$ cat src/rtl/ctrl_pipe.sv
// Pipelined RV32I control decoder: ID decode -> EX -> MEM chain -> WB with stall, flush and hazard control.
// Optional macro CTRL_FWD_EN adds fwd_a/fwd_b forwarding selects and narrows hazard detection to load-use.
module ctrl_pipe #(
  parameter int unsigned MEM_STAGES = 1,
  parameter int unsigned RF_ADDR_W  = 5
) (
  input  logic                 clk,
  input  logic                 rst,
  input  logic                 id_valid,
  output logic                 id_ready,
  input  logic [6:0]           id_opcode,
  input  logic [2:0]           id_funct3,
  input  logic [RF_ADDR_W-1:0] id_rd,
  input  logic [RF_ADDR_W-1:0] id_rs1,
  input  logic [RF_ADDR_W-1:0] id_rs2,
  input  logic                 stall_in,
  input  logic                 ex_take_branch,
  output logic                 PC_Mux,
  output logic [1:0]           ALU_Mux,
  output logic                 SE2_Ctrl,
  output logic                 CSRW_Mux,
  output logic [1:0]           Branch_Mux,
  output logic                 flush_out,
  output logic [1:0]           RByteEn_DM,
  output logic [3:0]           WByteEn_DM,
  output logic [1:0]           DM_Mux,
  output logic                 WrEn_RF,
  output logic [1:0]           WD_Mux,
  output logic [RF_ADDR_W-1:0] wb_rd,
  output logic                 hazard_stall
`ifdef CTRL_FWD_EN
  ,
  output logic [1:0]           fwd_a,
  output logic [1:0]           fwd_b
`endif
);

  localparam logic [6:0] OP_LD    = 7'b0000011;
  localparam logic [6:0] OP_ST    = 7'b0100011;
  localparam logic [6:0] OP_BR    = 7'b1100011;
  localparam logic [6:0] OP_OPI   = 7'b0010011;
  localparam logic [6:0] OP_SYS   = 7'b1110011;
  localparam logic [6:0] OP_AUIPC = 7'b0010111;
  localparam logic [6:0] OP_LUI   = 7'b0110111;
  localparam logic [6:0] OP_JALR  = 7'b1100111;
  localparam logic [6:0] OP_JAL   = 7'b1101111;

  typedef struct packed {
    logic                 valid;
    logic                 jump;
    logic                 br;
    logic                 ld;
    logic [1:0]           alu_mux;
    logic                 se2;
    logic                 csrw;
    logic [1:0]           branch_mux;
    logic [1:0]           rbyte;
    logic [3:0]           wbyte;
    logic [1:0]           dm_mux;
    logic                 wren;
    logic [1:0]           wd_mux;
    logic [RF_ADDR_W-1:0] rd;
    logic [RF_ADDR_W-1:0] rs1;
    logic [RF_ADDR_W-1:0] rs2;
  } ctrl_t;

  ctrl_t id_dec;
  ctrl_t ex_q;
  ctrl_t mem_q [MEM_STAGES];
  ctrl_t mem_last;
  ctrl_t wb_q;

  logic is_ld, is_st, is_br, is_opi, is_sys, is_auipc, is_lui, is_jalr, is_jal, is_x100011;
  logic pc_mux_int, flush, raw_any, hazard;
  logic unused_wb;

  assign is_ld      = id_opcode == OP_LD;
  assign is_st      = id_opcode == OP_ST;
  assign is_br      = id_opcode == OP_BR;
  assign is_opi     = id_opcode == OP_OPI;
  assign is_sys     = id_opcode == OP_SYS;
  assign is_auipc   = id_opcode == OP_AUIPC;
  assign is_lui     = id_opcode == OP_LUI;
  assign is_jalr    = id_opcode == OP_JALR;
  assign is_jal     = id_opcode == OP_JAL;
  assign is_x100011 = id_opcode[5:0] == 6'b100011;

  always_comb begin
    id_dec            = '0;
    id_dec.valid      = 1'b1;
    id_dec.jump       = is_auipc | is_jalr | is_jal;
    id_dec.br         = is_br;
    id_dec.ld         = is_ld;
    id_dec.alu_mux    = {is_jalr | is_ld | is_opi | is_x100011,
                         (is_opi & (id_funct3[1:0] == 2'b01)) | is_x100011};
    id_dec.se2        = is_br;
    id_dec.csrw       = is_sys & id_funct3[2];
    id_dec.branch_mux = {is_jalr | is_ld | is_jal, is_auipc | is_lui | is_jal};
    id_dec.rbyte      = id_funct3[1:0];
    if (is_st) begin
      case (id_funct3)
        3'd0:    id_dec.wbyte = 4'b0001;
        3'd1:    id_dec.wbyte = 4'b0011;
        3'd2:    id_dec.wbyte = 4'b1111;
        default: id_dec.wbyte = 4'b0000;
      endcase
    end
    id_dec.dm_mux     = {is_ld & ~id_funct3[1],
                         is_ld & ((id_funct3 == 3'b010) | (id_funct3[2:1] == 2'b10))};
    id_dec.wren       = ~is_br & ~is_st;
    id_dec.wd_mux     = {is_auipc, is_lui};
    id_dec.rd         = id_rd;
    id_dec.rs1        = id_rs1;
    id_dec.rs2        = id_rs2;
  end

  function automatic logic raw_hit(input ctrl_t s, input logic [RF_ADDR_W-1:0] a,
                                   input logic [RF_ADDR_W-1:0] b);
    return s.valid & s.wren & (s.rd != '0) & ((s.rd == a) | (s.rd == b));
  endfunction

  assign mem_last = mem_q[MEM_STAGES-1];

  // With forwarding only loads short of the last MEM stage are unresolvable;
  // without it every in-flight writer blocks ID until it has left WB.
  always_comb begin
    raw_any = 1'b0;
`ifdef CTRL_FWD_EN
    raw_any = raw_hit(ex_q, id_rs1, id_rs2) & ex_q.ld;
    for (int unsigned i = 0; i < MEM_STAGES; i++) begin
      if (i + 1 < MEM_STAGES)
        raw_any = raw_any | (raw_hit(mem_q[i], id_rs1, id_rs2) & mem_q[i].ld);
    end
`else
    raw_any = raw_hit(ex_q, id_rs1, id_rs2) | raw_hit(wb_q, id_rs1, id_rs2);
    for (int unsigned i = 0; i < MEM_STAGES; i++)
      raw_any = raw_any | raw_hit(mem_q[i], id_rs1, id_rs2);
`endif
  end

  assign pc_mux_int = ex_q.valid & (ex_q.jump | (ex_q.br & ex_take_branch));
  assign flush      = pc_mux_int & ~stall_in;
  assign hazard     = id_valid & raw_any & ~flush & ~stall_in;

  always_ff @(posedge clk or posedge rst) begin
    if (rst) begin
      ex_q <= '0;
      for (int unsigned i = 0; i < MEM_STAGES; i++) mem_q[i] <= '0;
      wb_q <= '0;
    end else if (!stall_in) begin
      ex_q     <= (id_valid & ~flush & ~hazard) ? id_dec : '0;
      mem_q[0] <= ex_q;
      for (int unsigned i = 1; i < MEM_STAGES; i++) mem_q[i] <= mem_q[i-1];
      wb_q     <= mem_last;
    end
  end

  assign id_ready     = ~rst & ~stall_in & ~hazard;
  assign hazard_stall = hazard;
  assign flush_out    = flush;

  assign PC_Mux     = pc_mux_int;
  assign ALU_Mux    = ex_q.valid ? ex_q.alu_mux    : '0;
  assign SE2_Ctrl   = ex_q.valid & ex_q.se2;
  assign CSRW_Mux   = ex_q.valid & ex_q.csrw;
  assign Branch_Mux = ex_q.valid ? ex_q.branch_mux : '0;

  assign RByteEn_DM = mem_last.valid ? mem_last.rbyte  : '0;
  assign WByteEn_DM = mem_last.valid ? mem_last.wbyte  : '0;
  assign DM_Mux     = mem_last.valid ? mem_last.dm_mux : '0;

  assign WrEn_RF    = wb_q.valid & wb_q.wren;
  assign WD_Mux     = wb_q.valid ? wb_q.wd_mux : '0;
  assign wb_rd      = wb_q.valid ? wb_q.rd     : '0;

`ifdef CTRL_FWD_EN
  function automatic logic [1:0] fwd_sel(input logic [RF_ADDR_W-1:0] rs, input ctrl_t m,
                                         input ctrl_t w);
    if (m.valid & m.wren & (m.rd != '0) & (m.rd == rs)) return 2'b01;
    if (w.valid & w.wren & (w.rd != '0) & (w.rd == rs)) return 2'b10;
    return 2'b00;
  endfunction

  assign fwd_a = ex_q.valid ? fwd_sel(ex_q.rs1, mem_last, wb_q) : '0;
  assign fwd_b = ex_q.valid ? fwd_sel(ex_q.rs2, mem_last, wb_q) : '0;
`endif

  assign unused_wb = ^wb_q;

endmodule

$ cat config.mk
export PLATFORM = sky130hd
export DESIGN_NAME = ctrl_pipe
export DESIGN_NICKNAME = d
export VERILOG_FILES = /design/src/rtl/ctrl_pipe.sv
export SDC_FILE = /design/constraint.sdc
export NUM_CORES = 1
export LEC_CHECK = 0
export CORE_MARGIN = 2
export CORE_UTILIZATION = 30
export CTS_BUF_LIST = sky130_fd_sc_hd__clkbuf_16
export CTS_CLUSTER_SIZE = 8
export DETAILED_ROUTE_END_ITERATION = 10
export GPL_TIMING_DRIVEN = 0
export PLACE_DENSITY_LB_ADDON = 0.25
export SETUP_SLACK_MARGIN = 0.5
export SLEW_MARGIN = 5
export SYNTH_ARGS = -nofsm -noshare
export SYNTH_HDL_FRONTEND = slang
export SYNTH_SLANG_ARGS = --single-unit
$ cat constraint.sdc
create_clock -name clk -period 3.71 [get_ports clk]
set_input_delay 0.371 -clock clk [delete_from_list [all_inputs] [get_ports clk]]
set_output_delay 0.371 -clock clk [all_outputs]
set_load 0.01 [all_outputs]
==> metrics.yaml, run 1 <==
synth:
  syn_inst: 264
  ys_warn_count: 0
  synth_edf_count: 0
  synthTopCellsByCount: "dfrtp_1, nand2_1, xor2_1"
  synth_area_leader_cell: "dfrtp_1"
  synth_cell_types: 45
  synth_area_leaders: "dfrtp_1, xor2_1, mux2_2"
  synthArstFlopShare_pct: 100
  post-synth-top-count-cell: "dfrtp_1"
  synth.net_count: 294
  syn_area_mm2: 0.00275
  ys_ff_latch: 48
  ys.flop_type: "dfrtp_1"
  synth_top_area_share_pct: 43.7
  synth.avg_cell_area_um2: 10.4
  yosysSeqAreaShare_pct: 43.7
die:
  start_util_pct: 31.2
  fp-row-count: 34
  dieWidth_um: 99.7
  die_y_um: 99.7
  core_area_mm2: 0.00881
  io_pins: 56
  die_area_mm2: 0.00995
placed_design:
  hpwl_um: 5240
  place_inst: 425
  placed_area_mm2: 0.00343
  numPortBuffers: 52
  gp_congestion: 0.860
global_route:
  grt_pass1_wl_um: 11400
  antenna_found_initial: 0
  overflow: 0
  first_global_vias: 2194
  track_usage_pct: 14.7
  grt_max_degree: 42
run_status:
  run_status: "finished clean"
sta:
  max_freq_mhz: 323
  max_slew_margin_pct: 41.9
  worst_pin_slew_ns: 0.849
  fin_skew_ns: 0.00675
  rsz0062_at_grt: "yes"
  slew_viol_final: 0
  setup_viol: 0
  finalSetupTns_ns: 0
  fin_crit_sh_pct: 83.4
  hold_viol: 0
  period_needed_ns: 3.09
setup_path:
  crit_path_end_kind: "output port"
  rr_worst_depth: 6
  arrival_ns: 2.72
  start_kind: "primary input"
  critPathMaxFanout: 6
  critPathKind: "primary input to output port"
  required_ns: 3.34
clocking:
  clk_latency_ns: 0.29
  clock_path_buffers: 2
  htreeDepth: 2
  cts_tree: "built"
  cts.clk_slew.worst_paths_ns: 0.06
  cts.sinks: 48
  cts_hold_buffers: 0
  numCtsBuffers: 5
  clock_tree.root_cell: "clkbuf_16"
layout:
  drive_gt1_share_pct: 17.2
  final_util_pct: 41.0
  final_area_mm2: 0.00361
  fin_nets: 354
  diodes: 0
  area_growth_pct: 31.2
  stdcell_count: 433
drt:
  drt_iter0_markers: 93
  num_vias: 2221
  drt-total-wl_um: 6980
  ant_nets: 0
  wl_per_cell_um: 16.1
  drc: 0
  dr.pass1.iters: 4
  viasPerCell: 5.13
power_and_ir_drop:
  vdd_drop_max_v: 0.000184
  powerDensity_mw_per_mm2: 375
  p_total_mw: 1.35
  leakagePower_nw: 1.52
flow_run:
  maxCapViolCount: 0
worst_hold_path:
  worstHoldPathType: "primary input to asynchronous set/reset pin"
## path summary, 6_finish.rpt
kind / start / end / slack [ns]
hold reg to reg: ex_q[31] / ex_q[31] / 0.48
min in group clk: id_funct3[1] / ex_q[25] / 0.47
max in group asynchronous: rst / mem_last[24] / 2.86
hold / removal: rst / ex_q[10] / 0.38
setup reg to reg: ex_q[34] / ex_q[18] / 1.75
setup / recovery: id_rs1[3] / hazard_stall / 0.62
## placed cells by master, fill, tap and decap left out, types with 4 or more instances in the layout
| cell | n |
|---|---|
| and2_1 | 21 |
| clkbuf_16 | 5 |
| xor2_1 | 31 |
| nor3_1 | 12 |
| nand2_1 | 32 |
| clkbuf_1 | 9 |
| dfrtp_1 | 48 |
| o21ai_0 | 4 |
| a32o_1 | 5 |
| nor2_1 | 11 |
| o31ai_1 | 8 |
| a21oi_1 | 5 |
| o31ai_2 | 6 |
| mux2_2 | 24 |
| clkdlybuf4s50_1 | 52 |
## through the flow
step / hold WS [ns] / setup WS, ns
final: 0.380 / 0.616
after global routing: 0.413 / 0.473
after CTS: 0.394 / 0.574
after detailed placement: 0.471 / 0.439
after global placement: 0.467 / 0.107
after floorplan: 0.448 / 1.60
## what timing repair did
item,CTS,global route
resized for setup,1,2
pin swaps,0,0
gates cloned,0,0
buffers inserted,0,0
endpoints found under the setup margin,1,2
## metal layers
metal  up-vias  GRT usage, %  share of wire, %
met1      1081          20.0                47
met4         0          5.27               2.2
met2        60          23.4                46
met5         -             0                 0
li1       1069             -                 -
met3        11          2.81               4.4
## report_power, final
group / internal (mW) / switching (mW)
sequential: 0.557 / 0.0508
combinational: 0.120 / 0.117
clock: 0.317 / 0.192
## area by class of cell
cell class / count / area (µm²)
plain buffers: 14 / 73.8
well taps: 108 / 135
clock buffers: 5 / 125
inverters: 3 / 11.3
flip-flops and latches: 48 / 1200
multi-input cells: 199 / 1480
fillers: 903 / 5200
repair buffers: 53 / 541
clock inverters: 3 / 42.5
## cell families (layout without fill, tap and decap cells)
| logic type | count (synthesis) | in the layout | synth area share [%] |
|---|---|---|---|
| and+or+nand+nor | 98 | 98 | 18.2 |
| DFF | 48 | 48 | 43.7 |
| AOI/OAI and AO/OA | 45 | 45 | 14.9 |
| xor gates and xnor gates | 31 | 31 | 9.87 |
| muxes | 25 | 25 | 10.2 |
| buffers and inverters | 17 | 78 | 3.09 |
## state kept, by name (all words and copies together) (netlist names)
name and flops:
ex_q 23, mem_last 16, wb_q 9
## worst max-delay path: stages
cell and delay (ns):
clkdlybuf4s50_1 0.51, xor2_1 0.18, nor3_1 0.30, a22oi_2 0.18, or2_2 0.32, buf_2 0.16, a21oi_1 0.13, clkdlybuf4s50_1 0.57
Note: power is estimated with default switching activity, not from simulation.
==> run 2, diff against run 1 <==
Clock period 3.71 ns to 2.7 ns, I/O delays scaled along.
==> run 2 against run 1 <==
- setup slack lost 0.26 ns
- critical endpoint is now id_ready
- routed wire length grew 2.3%
- die area is the same
- clock skew about the same
- register-to-register slack lost 1.1 ns
- non-clock buffer count grew 7
- critical path type is now flip-flop to output port
- clock power increased by 38%
- first-iteration DRC count increased by 41%
- combinational power increased by 52%
- largest power group unchanged
==> metrics.yaml, run 2 (same netlist as run 1, synthesis figures left out) <==
run_status:
  run_status: "finished clean"
setup_path:
  start_kind: "flip-flop"
  rr_startpoint: "mem_last[10]"
  required_ns: 2.43  # -0.91 ns
  critPathLaunch: "wb_q[11]"
  arrival_ns: 2.08  # -0.64 ns
  crit_path_end_kind: "output port"
  critPathKind: "flip-flop to output port"
  critPathMaxFanout: 3  # -3
sta:
  max_freq_mhz: 426
  postLayoutSetupSlackWorst_ns: 0.354  # -0.263 ns
  whs_ns: 0.294  # -0.0863 ns
  slew_viol_final: 0  # unchanged
  fin_skew_ns: 0.00685  # +0.0000975 ns
  worst_pin_slew_ns: 0.704  # -0.145 ns
  fin_crit_sh_pct: 86.9
  max_slew_margin_pct: 52.9  # +11 points
  rsz0062_at_grt: "yes"
  finalSetupTns_ns: 0  # unchanged
  hold_viol: 0  # unchanged
  setup_viol: 0  # unchanged
  period_needed_ns: 2.35
layout:
  largest-register: "ex_q"
  mostFrequentLayoutCell: "dfrtp_1"
  largest_reg_flops: 23  # unchanged
  drive_gt1_share_pct: 21.7  # +4.5 points
  area_growth_pct: 34.8
  diodes: 0  # unchanged
  final_cell_mix: "dfrtp_1, clkdlybuf4s50_1, nand2_1, xor2_1, mux2_2"
  fin_nets: 361  # +2.0%
  fillers: 888  # -1.7%
  final_area_mm2: 0.00371  # +2.7%
power_and_ir_drop:
  p_total_mw: 1.90  # +40%
  leakagePower_nw: 1.60  # +5.1%
  powerDensity_mw_per_mm2: 513  # +37%
  vdd_drop_max_v: 0.000261  # +42%
drt:
  wl_per_cell_um: 16.2  # +0.69%
  viasPerCell: 5.14  # +0.18%
  drt-total-wl_um: 7150  # +2.3%
  drt_iter0_markers: 131  # +41%
  num_vias: 2261  # +1.8%
  dr.pass1.iters: 4  # unchanged
  ant_nets: 0  # unchanged
  drc: 0  # unchanged
clocking:
  cts.sinks: 48  # unchanged
  clock_path_buffers: 2  # unchanged
  clk_latency_ns: 0.29  # about the same
  htreeDepth: 2  # unchanged
  cts_hold_buffers: 0  # unchanged
  cts_tree: "built"
  clock_tree.root_cell: "clkbuf_16"
  cts.clk_slew.worst_paths_ns: 0.07  # about the same
  numCtsBuffers: 5  # unchanged
die:
  io_pins: 56  # unchanged
  die_y_um: 99.7  # unchanged
  die_area_mm2: 0.00995  # unchanged
  fp-row-count: 34  # unchanged
  dieWidth_um: 99.7  # unchanged
  start_util_pct: 31.2  # unchanged
  core_area_mm2: 0.00881  # unchanged
placed_design:
  hpwl_um: 5240  # unchanged
  placed_area_mm2: 0.00343  # unchanged
  numPortBuffers: 52  # unchanged
  gp_congestion: 0.860  # unchanged
  dp_slack_ns: -0.369  # -0.808 ns
global_route:
  grt_max_degree: 42  # unchanged
  first_global_vias: 2261  # +3.1%
  antenna_found_initial: 0  # unchanged
  overflow: 0  # unchanged
  grt_pass1_wl_um: 11600  # +2.2%
  track_usage_pct: 15.0  # +0.28 points
flow_run:
  maxCapViolCount: 0  # unchanged
worst_hold_path:
  worstHoldPathType: "primary input to asynchronous set/reset pin"
run 2: cell types whose count changed in the layout (fill, tap and decap cells not counted), moves of 2 or more:
cell | before | now
clkdlybuf4s50_1 | 52 | 44
buf_4 | 1 | 8
dlygate4sd2_1 | 0 | 4
nor3_1 | 12 | 9
nor3_2 | 0 | 3
a22oi_1 | 0 | 2
a22oi_2 | 3 | 1
dfrtp_1 | 48 | 46
dfrtp_2 | 0 | 2
dlymetal6s2s_1 | 0 | 2
run 2: worst paths after layout:
kind                            endpoint  slack, ns  cells after the start
min in group clk                ex_q[25]       0.36                      3
worst max register to register  ex_q[10]       0.67                      6
worst min register to register  ex_q[31]       0.48                      2
max in group asynchronous       wb_q[11]       1.92                      3
worst min-delay path            ex_q[10]       0.29                      2
worst max-delay path            id_ready       0.35                      7
run 2: per-layer routing:
metal	GRT usage, %	share of wire, %	wire length [µm]
met5	0	0	0
met2	24.2	47	3330
met3	2.60	4.6	331
met4	5.37	2.2	159
met1	20.2	47	3330
run 2: worst max-delay path: stages, from the launching register on:
cell,delay [ns]
dfrtp_2,0.43
buf_12,0.13
xor2_1,0.19
nor3_2,0.07
a22oi_2,0.37
nor2_4,0.07
o41ai_2,0.34
buf_2,0.19
run 2: cell type report:
cell class | count | area, µm² | share of cell area (%)
clock buffers | 5 | 125 | 3.38
multi-input cells | 199 | 1520 | 40.9
repair buffers | 60 | 596 | 16.1
inverters | 3 | 11.3 | 0.304
flip-flops and latches | 48 | 1200 | 32.5
clock inverters | 3 | 42.5 | 1.15
well taps | 108 | 135 | 3.65
plain buffers | 14 | 77.6 | 2.09
run 2: stage by stage:
step                      std cells  utilization (%)
after floorplan                 264                -
after CTS                       440             41.8
final                           440             42.1
after global routing            440             42.1
after detailed placement        425             38.9
after global placement          424             38.7
run 2: power breakdown:
part / switching [mW] / internal [mW]
combinational: 0.175 / 0.186
sequential: 0.0692 / 0.766
clock: 0.269 / 0.435
run 2: repair_timing:
item	CTS	global route
pin swaps	8	7
gates resized for setup	21	9
setup endpoints to repair	2	6
setup buffers	7	0
